**config.mk**
```make
export PLATFORM = sky130hd
export DESIGN_NAME = icache_responder
export DESIGN_NICKNAME = d
export VERILOG_FILES = /design/src/rtl/drac_pkg.sv /design/src/rtl/icache_responder_array.sv /design/src/rtl/icache_responder.sv
export SDC_FILE = /design/constraint.sdc
export NUM_CORES = 2
export LEC_CHECK = 0
export ABC_AREA = 0
export BUFFER_PORTS_ARGS = -buffer_cell sky130_fd_sc_hd__buf_2
export CAP_MARGIN = 20
export CORE_MARGIN = 1
export CORE_UTILIZATION = 60
export CTS_BUF_LIST = sky130_fd_sc_hd__clkbuf_4 sky130_fd_sc_hd__clkbuf_8 sky130_fd_sc_hd__clkbuf_16
export CTS_CLUSTER_SIZE = 20
export DETAILED_ROUTE_END_ITERATION = 10
export GPL_ROUTABILITY_DRIVEN = 1
export PLACE_DENSITY = 0.78
export SLEW_MARGIN = 20
export SYNTH_ARGS = -nofsm -noshare
export SYNTH_HDL_FRONTEND = slang
export SYNTH_SLANG_ARGS = --single-unit
```
**constraint.sdc**
```tcl
create_clock -name clk_i -period 16.85 [get_ports clk_i]
set_input_delay 0.8425 -clock clk_i [delete_from_list [all_inputs] [get_ports clk_i]]
set_output_delay 0.8425 -clock clk_i [all_outputs]
set_load 0.05 [all_outputs]
```
**src/rtl/drac_pkg.sv**
```systemverilog
// Shared types for the instruction-cache responder: address fields, line type and FSM states.
package drac_pkg;

  localparam int unsigned ICACHE_LINE_BYTES = 16;

  typedef logic [39:0]  addr_t;
  typedef logic [127:0] icache_line_t;
  typedef logic [11:0]  icache_idx_t;
  typedef logic [27:0]  icache_vpn_t;

  typedef enum logic [2:0] {
    IDLE,
    LOOKUP,
    MISS_REQ,
    MISS_WAIT,
    REFILL_RESP
  } icache_resp_state_t;

endpackage

```
**src/rtl/icache_responder_array.sv**
```systemverilog
// Tag/data storage with one registered read port and one write port, plus valid bits
// that support a single-cycle flash clear.
module icache_responder_array
  import drac_pkg::*;
#(
  parameter int unsigned LINES = 16,
  parameter int unsigned IDX_W = 4,
  parameter int unsigned TAG_W = 32
) (
  input  logic             clk_i,
  input  logic             rstn_i,
  input  logic             clear_i,
  input  logic [IDX_W-1:0] rd_idx_i,
  output logic [TAG_W-1:0] rd_tag_o,
  output icache_line_t     rd_data_o,
  input  logic [IDX_W-1:0] vld_idx_i,
  output logic             vld_o,
  input  logic             wr_en_i,
  input  logic [IDX_W-1:0] wr_idx_i,
  input  logic [TAG_W-1:0] wr_tag_i,
  input  icache_line_t     wr_data_i
);

  logic [TAG_W-1:0] tag_mem  [LINES];
  icache_line_t     data_mem [LINES];
  logic [LINES-1:0] valid_reg;

  always_ff @(posedge clk_i) begin
    if (wr_en_i) begin
      tag_mem[wr_idx_i]  <= wr_tag_i;
      data_mem[wr_idx_i] <= wr_data_i;
    end
    rd_tag_o  <= tag_mem[rd_idx_i];
    rd_data_o <= data_mem[rd_idx_i];
  end

  // Clear beats a same-cycle install so a flushed line never reappears.
  for (genvar gi = 0; gi < LINES; gi++) begin : g_valid
    always_ff @(posedge clk_i or negedge rstn_i) begin
      if (!rstn_i) begin
        valid_reg[gi] <= 1'b0;
      end else if (clear_i) begin
        valid_reg[gi] <= 1'b0;
      end else if (wr_en_i && (wr_idx_i == IDX_W'(gi))) begin
        valid_reg[gi] <= 1'b1;
      end
    end
  end

  assign vld_o = valid_reg[vld_idx_i];

endmodule

```
**src/rtl/icache_responder.sv**
```systemverilog
// Direct-mapped instruction-cache responder with single-beat refill and fetch fault check.
// Optional performance counters are built when ICACHE_RESPONDER_PMU_EN is defined.
module icache_responder
  import drac_pkg::*;
#(
  parameter int unsigned ICACHE_LINES = 16,
  parameter int unsigned XCPT_CHECK   = 1
) (
  input  logic         clk_i,
  input  logic         rstn_i,
  input  logic         icache_req_valid_i,
  input  icache_idx_t  icache_req_bits_idx_i,
  input  icache_vpn_t  icache_req_bits_vpn_i,
  input  logic         icache_req_kill_i,
  input  logic         icache_invalidate_i,
  output logic         icache_req_ready_o,
  output logic         icache_resp_valid_o,
  output icache_line_t icache_resp_datablock_o,
  output addr_t        icache_resp_vaddr_o,
  output logic         tlb_resp_xcp_if_o,
  output logic         mem_req_valid_o,
  input  logic         mem_req_ready_i,
  output addr_t        mem_req_addr_o,
  input  logic         mem_resp_valid_i,
  input  icache_line_t mem_resp_data_i
`ifdef ICACHE_RESPONDER_PMU_EN
  ,
  output logic         pmu_hit_o,
  output logic         pmu_miss_o,
  output logic [31:0]  pmu_miss_cnt_o
`endif
);

  localparam int unsigned OFF_W  = $clog2(ICACHE_LINE_BYTES);
  localparam int unsigned IDX_W  = $clog2(ICACHE_LINES);
  localparam int unsigned LINE_W = 40 - OFF_W;
  localparam int unsigned TAG_W  = LINE_W - IDX_W;

  icache_resp_state_t state_reg, state_next;
  logic [LINE_W-1:0]  line_reg;
  logic               kill_reg;
  logic               inval_reg;
  icache_line_t       refill_data_reg;

  logic [LINE_W-1:0]  req_line;
  logic [IDX_W-1:0]   lookup_idx, rd_idx;
  logic [TAG_W-1:0]   lookup_tag, rd_tag;
  icache_line_t       rd_data;
  logic               rd_valid, fault, hit, killed, accept, req_ready, install;
  addr_t              line_addr;
  logic               unused_offset;

  assign req_line      = {icache_req_bits_vpn_i, icache_req_bits_idx_i[11:OFF_W]};
  assign unused_offset = ^icache_req_bits_idx_i[OFF_W-1:0];
  assign lookup_idx    = line_reg[IDX_W-1:0];
  assign lookup_tag    = line_reg[LINE_W-1 -: TAG_W];
  assign line_addr     = {line_reg, {OFF_W{1'b0}}};

  // Read address is steered to the incoming request so its line is ready in LOOKUP.
  assign rd_idx    = accept ? req_line[IDX_W-1:0] : lookup_idx;
  assign fault     = (XCPT_CHECK != 0) && (line_reg[LINE_W-1] != line_reg[LINE_W-2]);
  assign hit       = !fault && rd_valid && (rd_tag == lookup_tag);
  assign killed    = kill_reg || icache_req_kill_i;
  assign req_ready = (state_reg == IDLE) || ((state_reg == LOOKUP) && (hit || fault));
  assign accept    = icache_req_valid_i && req_ready;
  assign install   = (state_reg == MISS_WAIT) && mem_resp_valid_i && !inval_reg && !icache_invalidate_i;

  icache_responder_array #(
    .LINES (ICACHE_LINES),
    .IDX_W (IDX_W),
    .TAG_W (TAG_W)
  ) u_array (
    .clk_i     (clk_i),
    .rstn_i    (rstn_i),
    .clear_i   (icache_invalidate_i),
    .rd_idx_i  (rd_idx),
    .rd_tag_o  (rd_tag),
    .rd_data_o (rd_data),
    .vld_idx_i (lookup_idx),
    .vld_o     (rd_valid),
    .wr_en_i   (install),
    .wr_idx_i  (lookup_idx),
    .wr_tag_i  (lookup_tag),
    .wr_data_i (mem_resp_data_i)
  );

  always_ff @(posedge clk_i or negedge rstn_i) begin
    if (!rstn_i) begin
      state_reg <= IDLE;
    end else begin
      state_reg <= state_next;
    end
  end

  always_comb begin
    state_next = state_reg;
    case (state_reg)
      IDLE:        if (accept) state_next = LOOKUP;
      LOOKUP:      state_next = (hit || fault) ? (accept ? LOOKUP : IDLE) : MISS_REQ;
      MISS_REQ:    if (mem_req_ready_i) state_next = MISS_WAIT;
      MISS_WAIT:   if (mem_resp_valid_i) state_next = REFILL_RESP;
      REFILL_RESP: state_next = IDLE;
      default:     state_next = IDLE;
    endcase
  end

  always_comb begin
    icache_req_ready_o      = req_ready;
    icache_resp_valid_o     = 1'b0;
    icache_resp_datablock_o = '0;
    icache_resp_vaddr_o     = '0;
    tlb_resp_xcp_if_o       = 1'b0;
    mem_req_valid_o         = 1'b0;
    mem_req_addr_o          = '0;
    case (state_reg)
      LOOKUP: begin
        if (hit && !killed) begin
          icache_resp_valid_o     = 1'b1;
          icache_resp_datablock_o = rd_data;
          icache_resp_vaddr_o     = line_addr;
        end
        tlb_resp_xcp_if_o = fault && !killed;
      end
      MISS_REQ: begin
        mem_req_valid_o = 1'b1;
        mem_req_addr_o  = line_addr;
      end
      REFILL_RESP: begin
        if (!killed) begin
          icache_resp_valid_o     = 1'b1;
          icache_resp_datablock_o = refill_data_reg;
          icache_resp_vaddr_o     = line_addr;
        end
      end
      default: ;
    endcase
  end

  // Kill/invalidate history belongs to the current request and restarts on acceptance.
  always_ff @(posedge clk_i or negedge rstn_i) begin
    if (!rstn_i) begin
      line_reg        <= '0;
      kill_reg        <= 1'b0;
      inval_reg       <= 1'b0;
      refill_data_reg <= '0;
    end else begin
      if (accept) begin
        line_reg  <= req_line;
        kill_reg  <= icache_req_kill_i;
        inval_reg <= 1'b0;
      end else begin
        kill_reg  <= kill_reg || icache_req_kill_i;
        inval_reg <= inval_reg || (icache_invalidate_i &&
                     ((state_reg == LOOKUP) || (state_reg == MISS_REQ) || (state_reg == MISS_WAIT)));
      end
      if ((state_reg == MISS_WAIT) && mem_resp_valid_i) begin
        refill_data_reg <= mem_resp_data_i;
      end
    end
  end

`ifdef ICACHE_RESPONDER_PMU_EN
  logic [31:0] miss_cnt_reg;

  assign pmu_hit_o      = (state_reg == LOOKUP) && hit;
  assign pmu_miss_o     = (state_reg == LOOKUP) && !hit && !fault;
  assign pmu_miss_cnt_o = miss_cnt_reg;

  always_ff @(posedge clk_i or negedge rstn_i) begin
    if (!rstn_i) begin
      miss_cnt_reg <= '0;
    end else if (pmu_miss_o && (miss_cnt_reg != '1)) begin
      miss_cnt_reg <= miss_cnt_reg + 32'd1;
    end
  end
`endif

endmodule

```
==> metrics.yaml <==
power:
  power.combinational.fraction_pct: 30.4
  netSwitchingPower_mw: 6.75
  power.share.sequential_pct: 40.4
  power.share.switching_pct: 30.8
  clock_power_share_pct: 29.2
  internal_power_mw: 15.2
  peakVddDrop_mv: 0.169
  total_leakage_power_nw: 42.5
  power_density_mw_per_mm2: 178
  totalPowerFinal_mw: 21.9
floorplan:
  floorplan.core_area_mm2: 0.181
  die-area_mm2: 0.183
  chipWidth_um: 428
  row_count: 156
  floorplan.initialDensity_pct: 60.3
  die_h_um: 428
  floorplan.io_pins: 387
yosys:
  synthTopCellsByArea: "sky130_fd_sc_hd__edfxtp_1, sky130_fd_sc_hd__mux4_2, sky130_fd_sc_hd__dfrtp_1"
  mappedNetlistArea_mm2: 0.109
  synth_commonest_cells: "sky130_fd_sc_hd__edfxtp_1, sky130_fd_sc_hd__mux4_2, sky130_fd_sc_hd__nand2_1"
  netlist.area_leader.share_pct: 70.6
  ys_seq_area_share_pct: 77.8
  postSynthCellCount: 5366
  edff_count_synth: 2560
  synth-seq-cells: 2905
  synth.most_common_cell: "sky130_fd_sc_hd__edfxtp_1"
  async_flop_share_pct: 6.37
  synth_top_cell_by_area: "sky130_fd_sc_hd__edfxtp_1"
  postSynthAreaPerCell_um2: 20.3
  synth-warning-count: 0
  synthDistinctLibCells: 46
  synth_ff_type: "sky130_fd_sc_hd__edfxtp_1"
clock_tree:
  postCtsResizedCells: 0
  worst_skew_pair.late_latency_ns: 0.93
  cts_hold_buffers: 0
  cts.sinks: 2905
  cts_tree: "yes"
  clkTransAtPathRegs_ns: 0.06
  numCtsBuffers: 297
  clockRootBuffer: "sky130_fd_sc_hd__clkbuf_16"
  clock_tree.buffer_depth: 4
  htreeDepth: 5
  postCtsSetupBuffers: 0
routing:
  via_count_normalized_by_instance_count: 6.58
  dr.max_layer_used: "met5"
  wl_per_cell_um: 31.2
  drt_first_pass_iters: 6
  via_count: 55600
  met3_wire_length_mm: 22.0
  drtAntennaViolNets: 0
  postRouteWirelength_mm: 264
  remaining_drc_errors: 0
  met1_length_mm: 96.6
  dr.first_iter.drc_count: 5910
  met2WireLength_mm: 134
global_routing:
  first_global_vias: 57600
  grt-ovfl-total: 0
  initial_antenna_violation_count: 37
  grt_util_all_layers_pct: 28.9
  grt_first_pass_wirelength_mm: 383
  pin_count_of_the_biggest_net_entering_global_routing: 147
sta:
  hold_violations: 0
  fin_crit_sh_pct: 43.1
  relSlewSlack_pct: 15.2
  final-max-slew-violation-count: 0
  fin_tns_setup_ns: 0
  worst_pin_slew_ns: 1.27
  fin_worst_skew_ns: 0.0616
  final-setup-viol-count: 0
  period_needed_ns: 7.26
  timing.hold.ws_ns: 0.0763
  max_clock_freq_ghz: 0.138
  rsz0062_at_grt: "no"
final_layout:
  finalCoreUtilization_pct: 68.1
  largest_register_ff_count: 2048
  largest-register: "u_array.data_mem"
  reg_top3: "u_array.data_mem x2048, u_array.tag_mem x512"
  areaGrowthSynthToFinish_pct: 12.8
  post_route_cells_drive_above_1_share_pct: 25.6
  nets: 6024
worst_setup_path:
  timing.critical_path.from_type: "flop"
  critical_path_peak_fanout: 97
  cp_data_arrival_time_ns: 8.02
  critical_path_class: "flop to flop"
  cp_required_ns: 17.61
  end_kind: "flop"
placed_design:
  numPortBuffers: 374
  place.detailed.hpwl_mm: 127
  finalWeightedCongestion: 0.780
run:
  max_cap_viols: 0
min_path:
  hp-class: "input pin to asynchronous set/reset pin"
run_status:
  status: "finished, final reports clean"
## power groups by stage
stage	Sequential (mW)	Clock, mW	Combinational, mW
after floorplan	8.88	0	5.08
after global placement	8.96	0	6.48
after detailed placement	8.99	0	6.60
after CTS	8.85	6.46	6.69
after global routing	8.89	6.75	7.06
final	8.85	6.41	6.65
## metal layers
metal	vias up	global-route usage, %
met5	-	0
li1	22600	-
met4	24	13.6
met2	3050	48.2
met1	29300	37.1
met3	603	5.25
## metrics by stage
step                      instances  setup WS (ns)  cell area [um^2]
final                          8455           9.59            123000
after global routing           8450           9.25            123000
after floorplan                5373           3.72            109000
after CTS                      8439           9.39            123000
after global placement         7920           9.49            113000
after detailed placement       7920           9.44            113000
## final cells by class
type / count / area [um^2]
well taps: 2370 / 2970
fillers: 10900 / 57600
inverters: 8 / 50.0
multi-input cells: 2153 / 22800
diodes: 16 / 40.0
flip-flops and latches: 2905 / 84700
clock inverters: 110 / 987
clock buffers: 409 / 8510
repair buffers: 484 / 2870
## final timing paths
check | startpoint | to | slack [ns] | cells past startpoint
min in group clk_i | icache_req_kill_i | kill_reg | 0.15 | 2
max in group asynchronous | rstn_i | refill_data_reg[87] | 15.22 | 2
min reg2reg | refill_data_reg[16] | refill_data_reg[16] | 0.47 | 2
max | line_reg[12] | u_array.rd_data_o[80] | 9.59 | 12
min | rstn_i | line_reg[28] | 0.08 | 1
max reg2reg | line_reg[12] | u_array.rd_data_o[80] | 9.59 | 12
## layout by cell type, fill, tap and decap left out, drive strengths merged, types with 2 or more instances in the layout
cell type / count
edfxtp: 2560
mux4: 512
buf: 484
nand2: 463
clkbuf: 409
mux2i: 399
o22ai: 190
dfrtp: 185
dfxtp: 160
a22oi: 130
a22o: 128
nor2: 121
clkinv: 86
and2: 75
mux2: 32
xnor2: 31
bufinv: 18
diode: 16
a21o: 16
inv: 12
nand4: 8
conb: 8
nor3: 6
nand3: 5
nand3b: 4
nor4: 4
nand2b: 3
clkinvlp: 2
and3: 2
nor3b: 2
a311oi: 2
## logic make-up (layout without fill, tap and decap cells)
group / after synthesis / after routing / share of synthesized area, %
xor+xnor: 31 / 31 / 0.249
other cells: 1 / 24 / 0.00344
buf+inv: 315 / 1011 / 1.52
mux: 943 / 943 / 14.6
simple gates: 697 / 697 / 2.66
compound gates: 474 / 474 / 3.22
flops: 2905 / 2905 / 77.8
## worst max-delay path, stage by stage, from the launching register on
cell,delay (ns)
sky130_fd_sc_hd__dfrtp_1,0.59
sky130_fd_sc_hd__xnor2_1,0.63
sky130_fd_sc_hd__nand4_1,0.27
sky130_fd_sc_hd__nor4_2,0.69
sky130_fd_sc_hd__a31o_1,0.30
sky130_fd_sc_hd__and2_2,0.82
sky130_fd_sc_hd__mux2i_1,0.53
sky130_fd_sc_hd__inv_8,0.79
sky130_fd_sc_hd__buf_4,0.89
sky130_fd_sc_hd__buf_4,0.72
sky130_fd_sc_hd__mux4_2,0.40
sky130_fd_sc_hd__o22ai_1,0.21
sky130_fd_sc_hd__nor2_1,0.11
Power figures use the tool's default switching activity.
